<file path="src/rtl/button_event_gen.sv">
// button_event_gen: five independent push-button channels. Each channel
// synchronizes its raw input, debounces it into a registered level and turns
// debounced presses into one-cycle event pulses, with optional auto-repeat
// while the button stays held.
module button_event_gen #(
   parameter int DEBOUNCE_CYCLES = 1000000,
   parameter int REPEAT_DELAY    = 50000000,
   parameter int REPEAT_PERIOD   = 10000000,
   parameter int REPEAT_EN       = 1
) (
   input  logic       clk,
   input  logic       reset,
   input  logic [4:0] button_in,
   output logic [4:0] button_out,
   output logic [4:0] button_level
);

   // The stability counter counts the differing samples and the level is
   // accepted on the edge after it has seen DEBOUNCE_CYCLES of them, which
   // together with the two synchronizer flops gives the 2+DEBOUNCE_CYCLES
   // latency from the first sampling edge.
   localparam int DB_RAW = $clog2(DEBOUNCE_CYCLES + 1);
   localparam int DBW    = (DB_RAW > 1) ? DB_RAW : 1;
   localparam int RD_RAW = $clog2(REPEAT_DELAY);
   localparam int RP_RAW = $clog2(REPEAT_PERIOD);
   localparam int RC_RAW = (RD_RAW > RP_RAW) ? RD_RAW : RP_RAW;
   localparam int RCW    = (RC_RAW > 1) ? RC_RAW : 1;

   localparam logic [DBW-1:0] DB_TERM = DBW'(DEBOUNCE_CYCLES);
   localparam logic [RCW-1:0] RD_TERM = RCW'(REPEAT_DELAY - 1);
   localparam logic [RCW-1:0] RP_TERM = RCW'(REPEAT_PERIOD - 1);
   localparam logic           RPT_ON  = (REPEAT_EN != 0);

   typedef enum logic [1:0] {
      ST_IDLE   = 2'd0,
      ST_DELAY  = 2'd1,
      ST_REPEAT = 2'd2
   } state_t;

   logic [4:0] sync1_q;
   logic [4:0] sync2_q;

   // Two-flop synchronizer for all raw button inputs.
   always_ff @(posedge clk) begin
      if (reset) begin
         sync1_q <= 5'b00000;
         sync2_q <= 5'b00000;
      end else begin
         sync1_q <= button_in;
         sync2_q <= sync1_q;
      end
   end

   for (genvar ch = 0; ch < 5; ch++) begin : g_ch
      logic [DBW-1:0] dcnt_q, dcnt_d;
      logic           level_q, level_d;
      logic [RCW-1:0] rcnt_q, rcnt_d;
      logic           out_q, out_d;
      state_t         state_q, state_d;
      logic           diff_s, accept_s, rise_s, fall_s;

      assign diff_s   = sync2_q[ch] ^ level_q;
      assign accept_s = diff_s && (dcnt_q == DB_TERM);
      assign rise_s   = accept_s && !level_q;
      assign fall_s   = accept_s && level_q;

      // Debounce: count consecutive differing samples, toggle the level once stable.
      always_comb begin
         dcnt_d  = dcnt_q;
         level_d = level_q;
         if (!diff_s) begin
            dcnt_d = {DBW{1'b0}};
         end else if (accept_s) begin
            dcnt_d  = {DBW{1'b0}};
            level_d = ~level_q;
         end else begin
            dcnt_d = dcnt_q + DBW'(1);
         end
      end

      // Next-state logic of the press / auto-repeat state machine.
      always_comb begin
         state_d = state_q;
         case (state_q)
            ST_IDLE: begin
               if (rise_s) begin
                  state_d = ST_DELAY;
               end else begin
                  state_d = ST_IDLE;
               end
            end
            ST_DELAY: begin
               if (fall_s) begin
                  state_d = ST_IDLE;
               end else if (RPT_ON && (rcnt_q == RD_TERM)) begin
                  state_d = ST_REPEAT;
               end else begin
                  state_d = ST_DELAY;
               end
            end
            ST_REPEAT: begin
               if (fall_s) begin
                  state_d = ST_IDLE;
               end else begin
                  state_d = ST_REPEAT;
               end
            end
            default: begin
               state_d = ST_IDLE;
            end
         endcase
      end

      // Output logic: event pulse and repeat counter; a release wins over a due repeat.
      always_comb begin
         out_d  = 1'b0;
         rcnt_d = rcnt_q;
         case (state_q)
            ST_IDLE: begin
               rcnt_d = {RCW{1'b0}};
               out_d  = rise_s;
            end
            ST_DELAY: begin
               if (fall_s) begin
                  rcnt_d = {RCW{1'b0}};
               end else if (!RPT_ON) begin
                  rcnt_d = {RCW{1'b0}};
               end else if (rcnt_q == RD_TERM) begin
                  rcnt_d = {RCW{1'b0}};
                  out_d  = 1'b1;
               end else begin
                  rcnt_d = rcnt_q + RCW'(1);
               end
            end
            ST_REPEAT: begin
               if (fall_s) begin
                  rcnt_d = {RCW{1'b0}};
               end else if (rcnt_q == RP_TERM) begin
                  rcnt_d = {RCW{1'b0}};
                  out_d  = 1'b1;
               end else begin
                  rcnt_d = rcnt_q + RCW'(1);
               end
            end
            default: begin
               rcnt_d = {RCW{1'b0}};
               out_d  = 1'b0;
            end
         endcase
      end

      // Channel state register: counters, level, FSM state and output pulse.
      always_ff @(posedge clk) begin
         if (reset) begin
            dcnt_q  <= {DBW{1'b0}};
            level_q <= 1'b0;
            rcnt_q  <= {RCW{1'b0}};
            out_q   <= 1'b0;
            state_q <= ST_IDLE;
         end else begin
            dcnt_q  <= dcnt_d;
            level_q <= level_d;
            rcnt_q  <= rcnt_d;
            out_q   <= out_d;
            state_q <= state_d;
         end
      end

      assign button_out[ch]   = out_q;
      assign button_level[ch] = level_q;
   end

endmodule
</file>
<file path="config.mk">
export PLATFORM = sky130hd
export DESIGN_NAME = button_event_gen
export DESIGN_NICKNAME = d
export VERILOG_FILES = /design/src/rtl/button_event_gen.sv
export SDC_FILE = /design/constraint.sdc
export NUM_CORES = 1
export LEC_CHECK = 0
export ABC_AREA = 1
export ABC_CLOCK_PERIOD_IN_PS = 2390
export BUFFER_PORTS_ARGS = -buffer_cell sky130_fd_sc_hd__buf_4
export CORE_MARGIN = 2
export CORE_UTILIZATION = 45
export CTS_CLUSTER_DIAMETER = 50
export DETAILED_ROUTE_END_ITERATION = 6
export SETUP_SLACK_MARGIN = 0.02
export SLEW_MARGIN = 20
export SYNTH_ARGS = -nofsm -noshare
export SYNTH_HDL_FRONTEND = slang
export SYNTH_SLANG_ARGS = --single-unit
export TNS_END_PERCENT = 20
</file>
<file path="constraint.sdc">
create_clock -name clk -period 2.39 [get_ports clk]
set_input_delay 0.239 -clock clk [delete_from_list [all_inputs] [get_ports clk]]
set_output_delay 0.239 -clock clk [all_outputs]
set_load 0.05 [all_outputs]
</file>
Word-level counts from Yosys, hierarchy flattened

Cells that the tools add are included.

Word-level logic and storage cells: 187
Input port bits: 7
Register bits after elaboration: 260
Output and inout port bits: 10

Reductions and logical operators: 35
Equality and inequality tests: 25
Add/sub/neg operators: 10
Bitwise operators: 15
Muxes and demuxes: 75

Operator list:

| kind                                                                     | number |
|---|---|
| 26-bit two-way mux                                                       | 20 |
| 26-bit one-hot mux with 2 select lines                                   | 5 |
| 26-bit by 1-bit adder with 26-bit output (second input constant)         | 5 |
| 26-bit by 24-bit equality test with 1-bit output (second input constant) | 5 |
| 26-bit equality test (second input constant)                             | 5 |
| 20-bit by 1-bit adder with 20-bit output (second input constant)         | 5 |
| 20-bit equality test (second input constant)                             | 5 |
| 2-bit two-way mux                                                        | 15 |
| 2-bit one-hot mux with 3 select lines                                    | 5 |
| 1-bit two-way mux                                                        | 25 |
| 1-bit logical AND                                                        | 15 |
| 1-bit one-hot mux with 3 select lines                                    | 5 |
| 3-bit OR reduction                                                       | 5 |
| 2-bit by 1-bit equality test with 1-bit output (second input constant)   | 5 |
| 2-bit equality test (second input constant)                              | 5 |
| 2-bit logical NOT                                                        | 5 |
| 1-bit NOT                                                                | 10 |
| 2-bit AND reduction                                                      | 5 |
| 1-bit logical NOT                                                        | 5 |
| 1-bit XOR                                                                | 5 |

Depth between registers and ports, before layout

Word-level depth: 5
Depth in mapped cells: 12
Depth with buffers taken out: 11

Least setup slack after synthesis

No wires, ideal clock.

Kind: flip-flop to flip-flop
Start point: reg g_ch[2].rcnt_q[0]
End point: reg g_ch[2].rcnt_q[17]
Stages on the path, launching flop included: 12
Library setup time: 117 ps
Data required time: 2,273 ps
Slack: 818 ps
Arrival time: 1,455 ps
Cells stage by stage: dfxtp_1 -> ha_1 -> nand2_1 -> nor2_2 -> inv_1 -> nor3_1 -> nand3_1 -> nand3_2 -> nand2_2 -> nand2_4 -> buf_6 -> nor2_1

Word-level cells in the longest chain between the ends: 4

RTL lines:

| item                                                             | line     | source |
|---|---|---|
| start: declaration                                               | 57       | `logic [RCW-1:0] rcnt_q, rcnt_d;` |
| start signal: assignment                                         | 157      | `rcnt_q <= {RCW{1'b0}};` |
| start signal: assignment                                         | 163      | `rcnt_q <= rcnt_d;` |
| 26-bit by 1-bit adder with 26-bit output (tied with other cells) | 132, 142 |  |
| 26-bit two-way mux, on equally long branches                     | 138, 128 |  |
| 26-bit two-way mux, on equally long branches                     | 136, 124 |  |
| 26-bit one-hot mux with 2 select lines *                         | 118      | `case (state_q)` |

Every way passes the cells marked *; elsewhere a longest branch is shown, timed or not.
A chain may end at the register's enable or synchronous reset.

Worst setup path in the final report

Start point: reg g_ch[4].dcnt_q[0]
End point: reg g_ch[4].dcnt_q[3]

Word-level cells in the longest chain between the ends: 3

RTL lines:

| item                                                                             | line | source |
|---|---|---|
| start: declaration                                                               | 55   | `logic [DBW-1:0] dcnt_q, dcnt_d;` |
| start signal: assignment                                                         | 155  | `dcnt_q <= {DBW{1'b0}};` |
| start signal: assignment                                                         | 161  | `dcnt_q <= dcnt_d;` |
| branches (longest 3 deep; another with 20-bit by 1-bit adder with 20-bit output) | -    |  |

Several ways; the timed one is not identified.

==> results.toml <==
[global_routing]
grt_pass1_wl_um = 47620
grt_pass1_vias = 10850
grt.overflow.total = 0
antenna_found_initial = 0
grt_util_all_layers_pct = 17.66
grt_max_degree = 27

[final_layout]
finalNonFillerCells = 2413
area_growth_pct = 12.70
final_layout_size_suffix_gt1_share_pct = 8.453
n_antenna_cell = 0
fin_nets = 2038
finish.instance_area_mm2 = 0.01536

[die]
pin_count = 17
die_x_um = 178.0
rows = 63
start_util_pct = 45.86
die_h_um = 178.0
dieArea_mm2 = 0.03169
coreArea_mm2 = 0.02972

[route]
vias = 11550
dr.pass1.iters = 5
wirelength_um = 27280
vias_per_cell = 4.785
drc_errors = 0
wire_per_inst_um = 11.31
drtIter0Drc = 503
antenna_left = 0

[worst_setup_path]
crit_required_ns = 2.82
timing.rr.start = "g_ch[4].dcnt_q[0]"
max_stage_delay_ns = 0.37
critPathKind = "flip-flop to flip-flop"
reg2reg_slack_ns = 0.52
worst_setup_path_start_kind = "flip-flop"
reg2regPathDepth = 8
cp_common_cell = "nand3_1"
cp.arrival_ns = 2.31
end_kind = "flip-flop"
worstPathCellList = "inv_1, ha_1, nand3_1, nor2_1, nand3_1, nand4_1, buf_4, nor3b_1"
critPathSlowestCell = "dfxtp_1"
cp_max_fo = 11
worstReg2RegEnd = "g_ch[4].dcnt_q[3]"

[timing]
max_freq_mhz = 533.8
timing.final.crit_share_pct = 78.39
finalSetupTns_ns = 0
hold_viol_final = 0
setup_violations = 0
drv_slew = 0
slew_headroom_pct = 70.24
fin_skew_ns = 0.02423
worst_slew_pin_slew_ns = 0.4451
period_needed_ns = 1.873
rsz0062_at_grt = "no"

[synthesis]
ys_warn_count = 0
ys_seq_area_share_pct = 38.19
synthArstFlopShare_pct = 0
synth_area_mm2 = 0.01363
ys_seq_elements = 260
synth_fp_nets = 2004
syn_avg_cell_area_um2 = 6.947
yosysUniqueCellTypes = 40
syn_inst = 1962
ys.flop_type = "dfxtp_1"
synth_edf_count = 0

[placement]
hpwlAfterDp_um = 19690
io_buffers = 16
dp_cells = 2341
gp_congestion = 0.8588
place_area_mm2 = 0.01403

[power]
power_density_mw_per_mm2 = 649.7
p_leak_nw = 5.348
power_mw = 9.980
vdd_drop_max_mv = 0.4731

[min_path]
min_to = "g_ch[1].level_q"
min-delay-start = "reset"
hp-class = "primary input to flip-flop"
whs_path_depth = 5

[run]
cap_violations = 0

[clocking]
clkSlewWorstSetupHoldPaths_ns = 0.05
cts_tree = "built"
cts.repair.resized = 0
cts_buffers = 38
htreeDepth = 2
clk_latency_ns = 0.51
clkSinkCount = 260
ctsRootBufferMaster = "clkbuf_16"
cts.path.max_buffers = 3

[run_status]
status = "complete, no violations"
[area by class of cell]
class | count | area (µm²)
Fill cell | 2915 | 14360
Multi-Input combinational cell | 1407 | 7189
Sequential cell | 260 | 5205
Clock buffer | 48 | 1050
Inverter | 261 | 979.7
Tap cell | 390 | 488.0
Clock inverter | 19 | 225.2
Timing Repair Buffer | 28 | 222.7
[metal layers]
layer | wire length [µm] | vias to the layer above | GRT usage [%]
met5 | 0 | - | 0
met3 | 876 | 47 | 2.792
met2 | 12460 | 126 | 30.36
met4 | 599 | 0 | 5.055
li1 | - | 6197 | -
met1 | 13340 | 5176 | 22.85
[worst max-delay path, delay by kind of cell, from the launching register on]
family / cells / cell delay (ns)
AND/OR/NAND/NOR: 5 / 0.81
buffers and inverters: 2 / 0.41
flip-flops: 1 / 0.37
adder cells (fa/ha/maj): 1 / 0.20
[cells by family after synthesis]
family                     count (synthesis)  share of synthesized area [%]
AOI/OAI and AO/OA                         94                          3.589
DFF                                      260                          38.19
buffers and inverters                    295                          9.061
xor gates and xnor gates                 125                          8.033
and+or+nand+nor                         1153                          37.91
adders and majority gates                 35                          3.213
[through the flow]
stage	worst slack, ns	util [%]	hold slack (ns)
detailed placement	0.5286	47.23	0.3992
floorplan	0.8178	-	0.3460
global route	0.3218	51.69	0.2308
finish	0.5165	51.69	0.2126
global placement	0.5620	47.23	0.3998
CTS	0.5052	51.69	0.1963
[timing repair]
action,CTS,global route
hold buffers,5,0
setup buffers,0,0
hold endpoints to repair,5,0
[report_power, final]
group / switching [mW] / total (mW) / leakage [nW] / internal, mW
registers: 0.00604 / 4.35 / 2.10 / 4.35
logic: 0.0466 / 0.0737 / 2.64 / 0.0272
clock network: 2.00 / 5.55 / 0.615 / 3.55
total: 2.05 / 9.98 / 5.35 / 7.93
[Yosys cell counts (8+ instances only)]
library cell	number	share of area, %
dfxtp_1	260	38
inv_1	257	7.1
buf_6	10	0.83
or2_2	8	0.37
nand2_2	15	0.69
nand2_1	366	10
xnor2_1	32	2.1
nand3_1	148	5.4
nor3b_1	12	0.66
nor2_2	25	1.1
a21oi_1	54	2.0
buf_2	12	0.44
nor2_1	426	12
or2_0	11	0.50
nor3_1	60	2.2
xor2_1	93	6.0
ha_1	35	3.2
o21ai_0	30	1.1
buf_4	10	0.55
nand3_2	11	0.81
nand4_1	37	1.7
[state kept, by name (all words and copies together) (netlist names)]
| register | count |
|---|---|
| g_ch.rcnt_q | 130 |
| g_ch.dcnt_q | 100 |
| g_ch.state_q | 10 |
| g_ch.level_q | 5 |
| g_ch.out_q | 5 |
| sync1_q | 5 |
| sync2_q | 5 |
[how the worst max path moves through the flow]
| stage | start | end | slack (ns) |
|---|---|---|---|
| floorplan | g_ch[2].rcnt_q[0] | g_ch[2].rcnt_q[17] | 0.82 |
| global placement | g_ch[3].rcnt_q[0] | g_ch[3].rcnt_q[22] | 0.56 |
| detailed placement | g_ch[4].dcnt_q[0] | g_ch[4].dcnt_q[3] | 0.53 |
| CTS | g_ch[4].dcnt_q[0] | g_ch[4].dcnt_q[3] | 0.51 |
| global route | g_ch[4].dcnt_q[0] | g_ch[4].dcnt_q[3] | 0.32 |
| finish | g_ch[4].dcnt_q[0] | g_ch[4].dcnt_q[3] | 0.52 |
[cells in the final DEF, fill, tap and decap left out, types with 3 or more instances in the layout]
cell type / instances
nand2_1: 366
a31oi_1: 4
ha_1: 35
nor3b_1: 12
nand4_2: 4
dfxtp_1: 260
dlygate4sd3_1: 5
o21ai_0: 30
xor2_1: 93
clkbuf_16: 39
xnor2_1: 32
a21oi_1: 54
or2_2: 8
nand2_2: 15
nand3_1: 148
bufinv_16: 4
nand4_1: 37
clkinvlp_4: 5
buf_4: 23
nand3b_1: 7
nor2_2: 25
inv_2: 3
clkbuf_8: 4
nor3_1: 60
clkbuf_1: 5
and3_1: 3
nor3_2: 4
nor2_4: 7
inv_1: 257
nand2_4: 5
nor2_1: 426
or2_0: 11
nand3_2: 11
clkinv_2: 6
Power figures use the tool's default switching activity.
